[src/rtl/bus_op_sequencer_if.sv]
// Bus/handshake bundle between the top-level controller and bus_op_sequencer.
interface bus_op_sequencer_if;
  logic        start;
  logic        mem_ready;
  logic [31:0] ir;
  logic [23:0] bus_ctrl;
  logic [15:0] reg_in;
  logic        pc_in, ir_in, mar_in, mdr_in, y_in, z_in, hi_in, lo_in;
  logic        inc_pc, read;
  logic [4:0]  alu_op;
  logic        busy, done, mem_err;

  modport master (
    output start, mem_ready, ir,
    input  bus_ctrl, reg_in, pc_in, ir_in, mar_in, mdr_in, y_in, z_in, hi_in, lo_in,
    input  inc_pc, read, alu_op, busy, done, mem_err
  );

  modport slave (
    input  start, mem_ready, ir,
    output bus_ctrl, reg_in, pc_in, ir_in, mar_in, mdr_in, y_in, z_in, hi_in, lo_in,
    output inc_pc, read, alu_op, busy, done, mem_err
  );
endinterface

[src/rtl/bus_op_sequencer.sv]
// Fetch/execute control sequencer and sole driver of the 24-source bus selects.
// Define MULDIV_SEQ_EN to sequence mul/div results through LO (T5) then HI (T6).
module bus_op_sequencer #(
  parameter int unsigned MEM_WAIT_MAX = 15,
  parameter int unsigned PC_IDX       = 20
) (
  input  logic              clock,
  input  logic              clear,
  bus_op_sequencer_if.slave bus
);
  localparam int unsigned CW = ($clog2(MEM_WAIT_MAX + 1) > 4) ? $clog2(MEM_WAIT_MAX + 1) : 4;

  typedef enum logic [2:0] {IDLE, T0, T1, T2, T3, T4, T5, T6} state_t;

  typedef struct packed {
    logic [23:0] bus_ctrl;
    logic [15:0] reg_in;
    logic        pc_in, ir_in, mar_in, mdr_in, y_in, z_in, hi_in, lo_in;
    logic        inc_pc, read;
    logic [4:0]  alu_op;
    logic        busy, done;
  } out_t;

  state_t        state, next_state;
  logic [CW-1:0] wait_cnt;
  logic          mem_err;
  logic          timeout, is_muldiv;
  out_t          out_q, out_d;
  logic [4:0]    op;
  logic [3:0]    ra, rb, rc;
  logic          unused_ir;

  assign op        = bus.ir[31:27];
  assign ra        = bus.ir[26:23];
  assign rb        = bus.ir[22:19];
  assign rc        = bus.ir[18:15];
  assign unused_ir = ^bus.ir[14:0];

`ifdef MULDIV_SEQ_EN
  assign is_muldiv = (op == 5'b01111) || (op == 5'b10000);
`else
  assign is_muldiv = 1'b0;
`endif

  assign timeout = (state == T1) && !bus.mem_ready && (wait_cnt == CW'(MEM_WAIT_MAX - 1));

  // Outputs are decoded from next_state and registered, so they line up with the state they belong to.
  always_ff @(posedge clock) begin
    if (clear) begin
      state    <= IDLE;
      wait_cnt <= '0;
      mem_err  <= 1'b0;
      out_q    <= '0;
    end else begin
      state    <= next_state;
      out_q    <= out_d;
      wait_cnt <= (state == T1) ? wait_cnt + CW'(1) : '0;
      if (timeout) mem_err <= 1'b1;
    end
  end

  always_comb begin
    next_state = state;
    case (state)
      IDLE:    if (bus.start) next_state = T0;
      T0:      next_state = T1;
      T1: begin
        if (bus.mem_ready)  next_state = T2;
        else if (timeout)   next_state = IDLE;
      end
      T2:      next_state = T3;
      T3:      next_state = T4;
      T4:      next_state = T5;
      T5:      next_state = is_muldiv ? T6 : IDLE;
      T6:      next_state = IDLE;
      default: next_state = IDLE;
    endcase
  end

  always_comb begin
    out_d      = '0;
    out_d.busy = (next_state != IDLE);
    case (next_state)
      T0: begin
        out_d.bus_ctrl[PC_IDX] = 1'b1;
        out_d.mar_in           = 1'b1;
        out_d.inc_pc           = 1'b1;
        out_d.z_in             = 1'b1;
      end
      T1: begin
        out_d.bus_ctrl[19] = 1'b1;
        out_d.pc_in        = (state != T1);
        out_d.read         = 1'b1;
        out_d.mdr_in       = 1'b1;
      end
      T2: begin
        out_d.bus_ctrl[21] = 1'b1;
        out_d.ir_in        = 1'b1;
      end
      T3: begin
        out_d.bus_ctrl[rb] = 1'b1;
        out_d.y_in         = 1'b1;
      end
      T4: begin
        out_d.bus_ctrl[rc] = 1'b1;
        out_d.alu_op       = op;
        out_d.z_in         = 1'b1;
      end
      T5: begin
        out_d.bus_ctrl[19] = 1'b1;
        if (is_muldiv) out_d.lo_in = 1'b1;
        else           out_d.reg_in[ra] = 1'b1;
        out_d.done = !is_muldiv;
      end
      T6: begin
        out_d.bus_ctrl[18] = 1'b1;
        out_d.hi_in        = 1'b1;
        out_d.done         = 1'b1;
      end
      default: ;
    endcase
  end

  assign bus.bus_ctrl = out_q.bus_ctrl;
  assign bus.reg_in   = out_q.reg_in;
  assign bus.pc_in    = out_q.pc_in;
  assign bus.ir_in    = out_q.ir_in;
  assign bus.mar_in   = out_q.mar_in;
  assign bus.mdr_in   = out_q.mdr_in;
  assign bus.y_in     = out_q.y_in;
  assign bus.z_in     = out_q.z_in;
  assign bus.hi_in    = out_q.hi_in;
  assign bus.lo_in    = out_q.lo_in;
  assign bus.inc_pc   = out_q.inc_pc;
  assign bus.read     = out_q.read;
  assign bus.alu_op   = out_q.alu_op;
  assign bus.busy     = out_q.busy;
  assign bus.done     = out_q.done;
  assign bus.mem_err  = mem_err;
endmodule
[src/flat_wrapper.sv]
// flat-port wrapper written by rule: the top's interface ports become plain ports
module bus_op_sequencer_flat 
#(
  parameter int unsigned MEM_WAIT_MAX = 15,
  parameter int unsigned PC_IDX       = 20
)
  (clock, clear, bus_start, bus_mem_ready, bus_ir, bus_bus_ctrl, bus_reg_in, bus_pc_in, bus_ir_in, bus_mar_in, bus_mdr_in, bus_y_in, bus_z_in, bus_hi_in, bus_lo_in, bus_inc_pc, bus_read, bus_alu_op, bus_busy, bus_done, bus_mem_err);
  bus_op_sequencer_if bus_i ();
  input  logic clock;
  input  logic clear;
  input wire logic [$bits(bus_i.start)-1:0] bus_start;
  input wire logic [$bits(bus_i.mem_ready)-1:0] bus_mem_ready;
  input wire logic [$bits(bus_i.ir)-1:0] bus_ir;
  output wire logic [$bits(bus_i.bus_ctrl)-1:0] bus_bus_ctrl;
  output wire logic [$bits(bus_i.reg_in)-1:0] bus_reg_in;
  output wire logic [$bits(bus_i.pc_in)-1:0] bus_pc_in;
  output wire logic [$bits(bus_i.ir_in)-1:0] bus_ir_in;
  output wire logic [$bits(bus_i.mar_in)-1:0] bus_mar_in;
  output wire logic [$bits(bus_i.mdr_in)-1:0] bus_mdr_in;
  output wire logic [$bits(bus_i.y_in)-1:0] bus_y_in;
  output wire logic [$bits(bus_i.z_in)-1:0] bus_z_in;
  output wire logic [$bits(bus_i.hi_in)-1:0] bus_hi_in;
  output wire logic [$bits(bus_i.lo_in)-1:0] bus_lo_in;
  output wire logic [$bits(bus_i.inc_pc)-1:0] bus_inc_pc;
  output wire logic [$bits(bus_i.read)-1:0] bus_read;
  output wire logic [$bits(bus_i.alu_op)-1:0] bus_alu_op;
  output wire logic [$bits(bus_i.busy)-1:0] bus_busy;
  output wire logic [$bits(bus_i.done)-1:0] bus_done;
  output wire logic [$bits(bus_i.mem_err)-1:0] bus_mem_err;
  assign bus_i.start = bus_start;
  assign bus_i.mem_ready = bus_mem_ready;
  assign bus_i.ir = bus_ir;
  assign bus_bus_ctrl = bus_i.bus_ctrl;
  assign bus_reg_in = bus_i.reg_in;
  assign bus_pc_in = bus_i.pc_in;
  assign bus_ir_in = bus_i.ir_in;
  assign bus_mar_in = bus_i.mar_in;
  assign bus_mdr_in = bus_i.mdr_in;
  assign bus_y_in = bus_i.y_in;
  assign bus_z_in = bus_i.z_in;
  assign bus_hi_in = bus_i.hi_in;
  assign bus_lo_in = bus_i.lo_in;
  assign bus_inc_pc = bus_i.inc_pc;
  assign bus_read = bus_i.read;
  assign bus_alu_op = bus_i.alu_op;
  assign bus_busy = bus_i.busy;
  assign bus_done = bus_i.done;
  assign bus_mem_err = bus_i.mem_err;
  bus_op_sequencer #(.MEM_WAIT_MAX(MEM_WAIT_MAX), .PC_IDX(PC_IDX)) u_core (.clock(clock), .clear(clear), .bus(bus_i));
endmodule
[config.mk]
export PLATFORM = sky130hd
export DESIGN_NAME = bus_op_sequencer_flat
export DESIGN_NICKNAME = d
export VERILOG_FILES = /design/src/rtl/bus_op_sequencer_if.sv /design/src/rtl/bus_op_sequencer.sv /design/src/flat_wrapper.sv
export SDC_FILE = /design/constraint.sdc
export NUM_CORES = 1
export LEC_CHECK = 0
export BUFFER_PORTS_ARGS = -buffer_cell sky130_fd_sc_hd__buf_2
export CAP_MARGIN = 30
export CORE_MARGIN = 4
export CORE_UTILIZATION = 45
export CTS_CLUSTER_SIZE = 14
export DETAILED_ROUTE_END_ITERATION = 8
export PLACE_DENSITY_LB_ADDON = 0.2
export SLEW_MARGIN = 20
export SYNTH_ARGS = -nofsm -noshare
export SYNTH_HDL_FRONTEND = slang
export SYNTH_SLANG_ARGS = --single-unit
[constraint.sdc]
create_clock -name clock -period 1.9 [get_ports clock]
set_clock_uncertainty 0.15 [all_clocks]
set_input_delay 0.475 -clock clock [delete_from_list [all_inputs] [get_ports clock]]
set_output_delay 0.475 -clock clock [all_outputs]
set_load 0.01 [all_outputs]
==> impl_metrics.toml, run 1 <==
[setup_path]
end_kind = "flop"
cp_max_fo = 11
worstReg2RegStart = "u_core.state[2]"
cp.arrival_ps = 1830
slowest_stage = "dfxtp_1"
worstSetupPathType = "reg -> reg"
crit_chain = "nor4b_2 -> or3b_1 -> o22ai_1"
cp.required_ps = 1980
start_kind = "flop"
max_stage_delay_ps = 520
crit_start = "u_core.state[2]"

[place]
port_buffers = 73
place_hpwl_mm = 3.165
gp_congestion = 0.8533
place_ws_ps = 91.98

[cts]
cts_setup_buffers = 0
htreeDepth = 2
holdBufCountCts = 0
clk_latency_ps = 300
numCtsBuffers = 5
root_buffer = "clkbuf_8"
cts_max_path_buffers = 2
path_clk_slew_ps = 100
cts_tree = "done"
cts-resized-gates = 0
clkSinkCount = 55

[sta]
rsz0062_at_grt = "no"
hold_viol_final = 0
drv_slew = 0
setup_ws_ps = 157.1
period_share_pct = 91.73
fin_setup_tns_ps = 0
period_needed_ps = 1743
setup_viol = 0
fmax_ghz = 0.5738

[global_route]
antenna_found_initial = 0
grt_max_degree = 19
grt_pass1_vias = 1418
grt_usage_pct = 15.28
grt_pass1_wl_mm = 6.423
overflow = 0

[logic_synthesis]
async_reset_ff_share_pct = 0
yosys.cell_types.count = 43
synth_seq_area_share_pct = 56.27
synthesis.area_um2 = 1957
syn_avg_cell_area_um2 = 10.19
yosys.area.top_type = "dfxtp_1"
synthMuxAreaShare_pct = 0
yosys_warnings = 0
synthAdderAreaFrac_pct = 1.279
synth_top_family_by_area = "simple AND/OR/NAND/NOR gates"
synth_compound_area_share_pct = 9.143
synth-seq-cells = 55
synth_ff_type = "dfxtp_1"
yosys.area_share.simple_pct = 26.09
synth_cells = 192
synthTopCellsByArea = "dfxtp_1 56%, buf_4 4.2%, nor2_1 4.2%"
post-synth-top-area-fraction_pct = 56.27
synth_edf_count = 0
synthXorXnorAreaFrac_pct = 0.8951

[power]
p_comb_share_pct = 8.8
swShare_pct = 23.30
cellInternalPower_w = 0.001656
power_frac_seq_pct = 55.4
p_sw_w = 0.0005030
p_per_area_nw_per_um2 = 876.2
p_clk_share_pct = 35.9
irDropWorstVdd_mv = 0.3615
leakage_nw = 1.142

[flow_run]
max_cap_violations = 0

[floorplanning]
core-area_um2 = 4115
die_w_um = 73.95
rows = 23
dieArea_um2 = 5468
io_pins = 94
dieHeight_um = 73.95
initial_utilization_pct = 47.55

[final_layout]
num_antenna_cells = 0
nFillCells = 380
utilization_pct = 59.87
syn_to_final_growth_pct = 25.89
drive_gt1_share_pct = 35.45
layout.nets = 305

[detailed_routing]
dr.first_iter.drc_count = 62
wl_per_cell_um = 12.95
ant_nets = 0
viasPerCell = 5.104
first_pass_iters = 4
vias = 1623
routed_wl_mm = 4.118
route.detailed.drc = 0

[min_path]
hold_class = "in -> reg"
hp-start = "bus_ir[27]"

[outcome]
run_status = "finished clean"
-- worst max-delay path: cells and delay by family (launching register included) --
kind / cells / cell delay [ps]
compound gates: 1 / 150
flops: 1 / 520
simple gates: 2 / 850
-- synthesized netlist by cell type (2+ instances only) --
library cell and count:
a21oi_1 6, and2_1 5, and4b_1 2, buf_2 3, buf_4 11, clkbuf_1 2, dfxtp_1 55, ha_1 2
inv_1 3, nand2_1 6, nand2b_1 7, nand3_1 5, nand3b_1 4, nand4_1 3, nand4b_1 3, nor2_1 22
nor2b_1 4, nor3_1 7, o21ai_0 2, o22ai_1 13, or2_2 2, or3_1 2, or3b_1 2, or4b_1 2
-- power groups by stage --
stage | registers, W | clock network, W | logic [W]
2_1_floorplan | 0.00122 | 0 | 0.000117
3_3_place_gp | 0.00122 | 0 | 0.000186
3_5_place_dp | 0.00122 | 0 | 0.000189
4_1_cts | 0.00120 | 0.000797 | 0.000189
5_1_grt | 0.00120 | 0.000847 | 0.000210
6_report | 0.00120 | 0.000774 | 0.000190
-- metal layers --
metal / track usage, % / share of wire [%]
met1: 19.51 / 44
met2: 24.11 / 46
met3: 5.135 / 9.4
met4: 5.634 / 0.51
met5: 0 / 0
-- registers in the layout (all words and copies together) (netlist names) --
| name | count |
|---|---|
| u_core.bus.alu_op | 5 |
| u_core.bus.bus_ctrl | 19 |
| u_core.bus.busy | 1 |
| u_core.bus.done | 1 |
| u_core.bus.ir_in | 1 |
| u_core.bus.mdr_in | 1 |
| u_core.bus.mem_err | 1 |
| u_core.bus.pc_in | 1 |
| u_core.bus.reg_in | 16 |
| u_core.bus.y_in | 1 |
| u_core.bus.z_in | 1 |
| u_core.state | 3 |
| u_core.wait_cnt | 4 |
-- through the flow --
stage | std cells | power, W | hold WS, ps | cell area [µm²]
2_1_floorplan | 197 | 0.001342 | 279.7 | 1976
3_3_place_gp | 310 | 0.001407 | 297.3 | 2347
3_5_place_dp | 310 | 0.001411 | 314.0 | 2347
4_1_cts | 318 | 0.002182 | 207.1 | 2464
5_1_grt | 318 | 0.002258 | 204.9 | 2464
6_report | 318 | 0.002159 | 219.2 | 2464
-- cell type report --
class,count,area [µm²],share of cell area [%]
Inverter,3,11.26,0.4571
Clock buffer,5,68.82,2.793
Sequential cell,55,1101,44.69
Tap cell,50,62.56,2.539
Clock inverter,3,47.55,1.930
Timing Repair Buffer,80,417.9,16.96
Multi-Input combinational cell,122,754.5,30.62
-- cell usage in the layout, fill, tap and decap left out, types with 2 or more instances in the layout --
cell type | Yosys | layout
dfxtp_1 | 55 | 55
nand4_1 | 3 | 3
nand3_1 | 5 | 5
nand2_1 | 6 | 6
nor2b_1 | 4 | 4
nand2b_1 | 7 | 7
and2_1 | 5 | 5
o21ai_0 | 2 | 2
and4b_1 | 2 | 2
a21oi_1 | 6 | 6
or2_2 | 2 | 2
conb_1 | 1 | 6
nand3b_1 | 4 | 4
ha_1 | 2 | 2
inv_1 | 3 | 3
buf_4 | 11 | 7
nor2_1 | 22 | 22
or4b_1 | 2 | 2
nand4b_1 | 3 | 3
clkbuf_8 | 0 | 5
nor3_1 | 7 | 7
buf_2 | 3 | 73
o22ai_1 | 13 | 13
or3b_1 | 2 | 2
or3_1 | 2 | 2
-- path summary, 6_finish.rpt --
check / cells past startpoint / slack, ps / endpoint
setup / recovery: 3 / 160 / u_core.bus.bus_ctrl[0]
hold / removal: 2 / 220 / u_core.bus.alu_op[0]
setup reg to reg: 3 / 160 / u_core.bus.bus_ctrl[0]
hold reg to reg: 1 / 320 / u_core.wait_cnt[0]
-- cell families after synthesis --
logic type                 after synthesis
AOI/OAI and AO/OA                       27
xor gates and xnor gates                 2
adders and majority gates                2
buffers and inverters                   20
DFF                                     55
other                                    1
and+or+nand+nor                         85
No activity file was read; power rests on OpenSTA's default activity.
==> run 2: changes to the inputs <==
- ABC_AREA: default -> 1
==> impl_metrics.toml, run 2 <==
[setup_path]
max_stage_delay_ps = 440
cp_max_fo = 5
critical-path-top-delay-family = "simple AND/OR/NAND/NOR gates"
crit_buf_inv = 0
ff2ff_setup_slack_ps = 350
start_kind = "flop"
worstRegToRegCells = 5
crit_start = "u_core.state[0]"
r2r_end = "u_core.bus.bus_ctrl[2]"
end_kind = "flop"
worstReg2RegStart = "u_core.state[0]"
crit_chain = "nor2_1 -> nand2_1 -> nor3_1 -> nand2_1 -> a21oi_1"
slowest_stage = "nor3_1"
worstSetupPathType = "reg -> reg"
cp.arrival_ps = 1640
cp.required_ps = 1990
cp_common_cell = "nand2_1"

[detailed_routing]
dr.first_iter.drc_count = 50
first_pass_iters = 4
route.detailed.drc = 0
ant_nets = 0
vias = 1622
routed_wl_mm = 3.903
viasPerCell = 4.493
wl_per_cell_um = 10.81

[final_layout]
syn_to_final_growth_pct = 25.40
design_area_um2 = 2446
largest_reg_flops = 19
layout.nets = 348
nFillCells = 383
num_antenna_cells = 0
final_common_cell = "buf_2"
layout_common_cells = "73 x buf_2, 55 x dfxtp_1, 46 x nor2_1"
drive_gt1_share_pct = 29.58

[sta]
rsz0062_at_grt = "no"
fmax_ghz = 0.6436
fin_setup_tns_ps = 0
tightest_slew_ps = 523.8
hold_viol_final = 0
maxSlewHeadroom_pct = 64.81
period_needed_ps = 1554
setup_viol = 0
period_share_pct = 81.78
drv_slew = 0

[floorplanning]
dieArea_um2 = 5452
io_pins = 94
core-area_um2 = 4086
dieHeight_um = 73.84
die_w_um = 73.84
initial_utilization_pct = 47.73
rows = 23

[place]
gp_congestion = 0.9002
place_hpwl_mm = 3.086
port_buffers = 73
place_area_um2 = 2328

[logic_synthesis]
synthesis.area_um2 = 1951
yosys_warnings = 0
yosys.area.top_type = "dfxtp_1"
synth-seq-cells = 55
synth_top_family_by_area = "simple AND/OR/NAND/NOR gates"
ys_top_cells_by_count = "55 x dfxtp_1, 46 x nor2_1, 33 x nand2_1, 30 x inv_1, 19 x nand3_1"
synth_compound_area_share_pct = 6.030
post-synth-top-area-fraction_pct = 56.45
synthXorXnorAreaFrac_pct = 0.4490
synthTopCellsByArea = "dfxtp_1 56%, nor2_1 8.9%, nand2_1 6.4%"
synth_most_common_cell = "dfxtp_1"
synthMuxAreaShare_pct = 0
synth_cells = 235
yosys.area_share.simple_pct = 24.95
syn_avg_cell_area_um2 = 8.301
synth_edf_count = 0
synthAdderAreaFrac_pct = 1.283
yosys.cell_types.count = 23
synth_seq_area_share_pct = 56.45
synth_ff_type = "dfxtp_1"
async_reset_ff_share_pct = 0

[power]
p_per_area_nw_per_um2 = 878.5
irDropWorstVdd_mv = 0.3664
total_power_w = 0.002149
leakage_nw = 1.306

[global_route]
grt_pass1_wl_mm = 6.244
grt_max_degree = 17
grt_pass1_vias = 1421
overflow = 0
grt_usage_pct = 14.74
antenna_found_initial = 0

[cts]
cts_tree = "done"
htreeDepth = 2
holdBufCountCts = 0
clkSinkCount = 55
clk_latency_ps = 300
cts_setup_buffers = 0
path_clk_slew_ps = 90
numCtsBuffers = 5
root_buffer = "clkbuf_8"
cts_max_path_buffers = 2
cts-resized-gates = 0

[outcome]
run_status = "finished clean"

[min_path]
hp-start = "bus_ir[31]"
min_to = "u_core.bus.alu_op[4]"
hold_depth = 3
hold_class = "in -> reg"

[flow_run]
max_cap_violations = 0
## run 2: cells by family after synthesis
family                   count (synthesis)
other                                    1
AND/OR/NAND/NOR                        112
buffers and inverters                   45
adder cells (fa/ha/maj)                  2
flip-flops                              55
XOR/XNOR                                 1
AO/OA/AOI/OAI                           19
## run 2: how the worst max path moves through the flow
stage | to | cells after the start
floorplan | u_core.bus.bus_ctrl[4] | 4
global placement | u_core.bus.bus_ctrl[4] | 5
detailed placement | u_core.bus.bus_ctrl[4] | 5
CTS | u_core.bus.bus_ctrl[2] | 5
global route | u_core.bus.pc_in | 7
finish | u_core.bus.bus_ctrl[2] | 5
## run 2: layout make-up
type                    count  area (µm²)  share of cell area (%)
clock buffers               6       82.58                   3.376
clock inverters             2       35.03                   1.432
inverters                  33       123.9                   5.064
multi-input cells         140       660.6                   27.01
flip-flops and latches     55        1101                   45.01
well taps                  50       62.56                   2.558
repair buffers             75       380.4                   15.55
## run 2: layer usage
| metal | track usage [%] | vias to the layer above | routed length, µm |
|---|---|---|---|
| met5 | 0 | - | 0 |
| met4 | 5.433 | 0 | 59 |
| met3 | 5.198 | 6 | 411 |
| met2 | 23.03 | 61 | 1713 |
| met1 | 18.67 | 690 | 1719 |
| li1 | - | 865 | - |
## run 2: where the power goes
group	internal [W]	switching, W	total [W]
combinational	0.0000603	0.000117	0.000178
clock	0.000426	0.000361	0.000788
sequential	0.00117	0.00000979	0.00118
total	0.00166	0.000488	0.00215
## run 2: through the flow
step	setup slack [ps]	util [%]	cells	hold slack, ps
2_1_floorplan	490.8	-	240	279.7
3_3_place_gp	221.8	56.98	353	297.1
3_5_place_dp	203.9	56.98	353	305.0
4_1_cts	350.2	59.86	361	212.8
5_1_grt	205.8	59.86	361	221.7
6_report	346.2	59.86	361	225.4
## run 2: worst reg2reg max path, stage by stage, from the launching register on
cell	delay, ps
dfxtp_1	340
nor2_1	140
nand2_1	140
nor3_1	440
nand2_1	100
a21oi_1	180
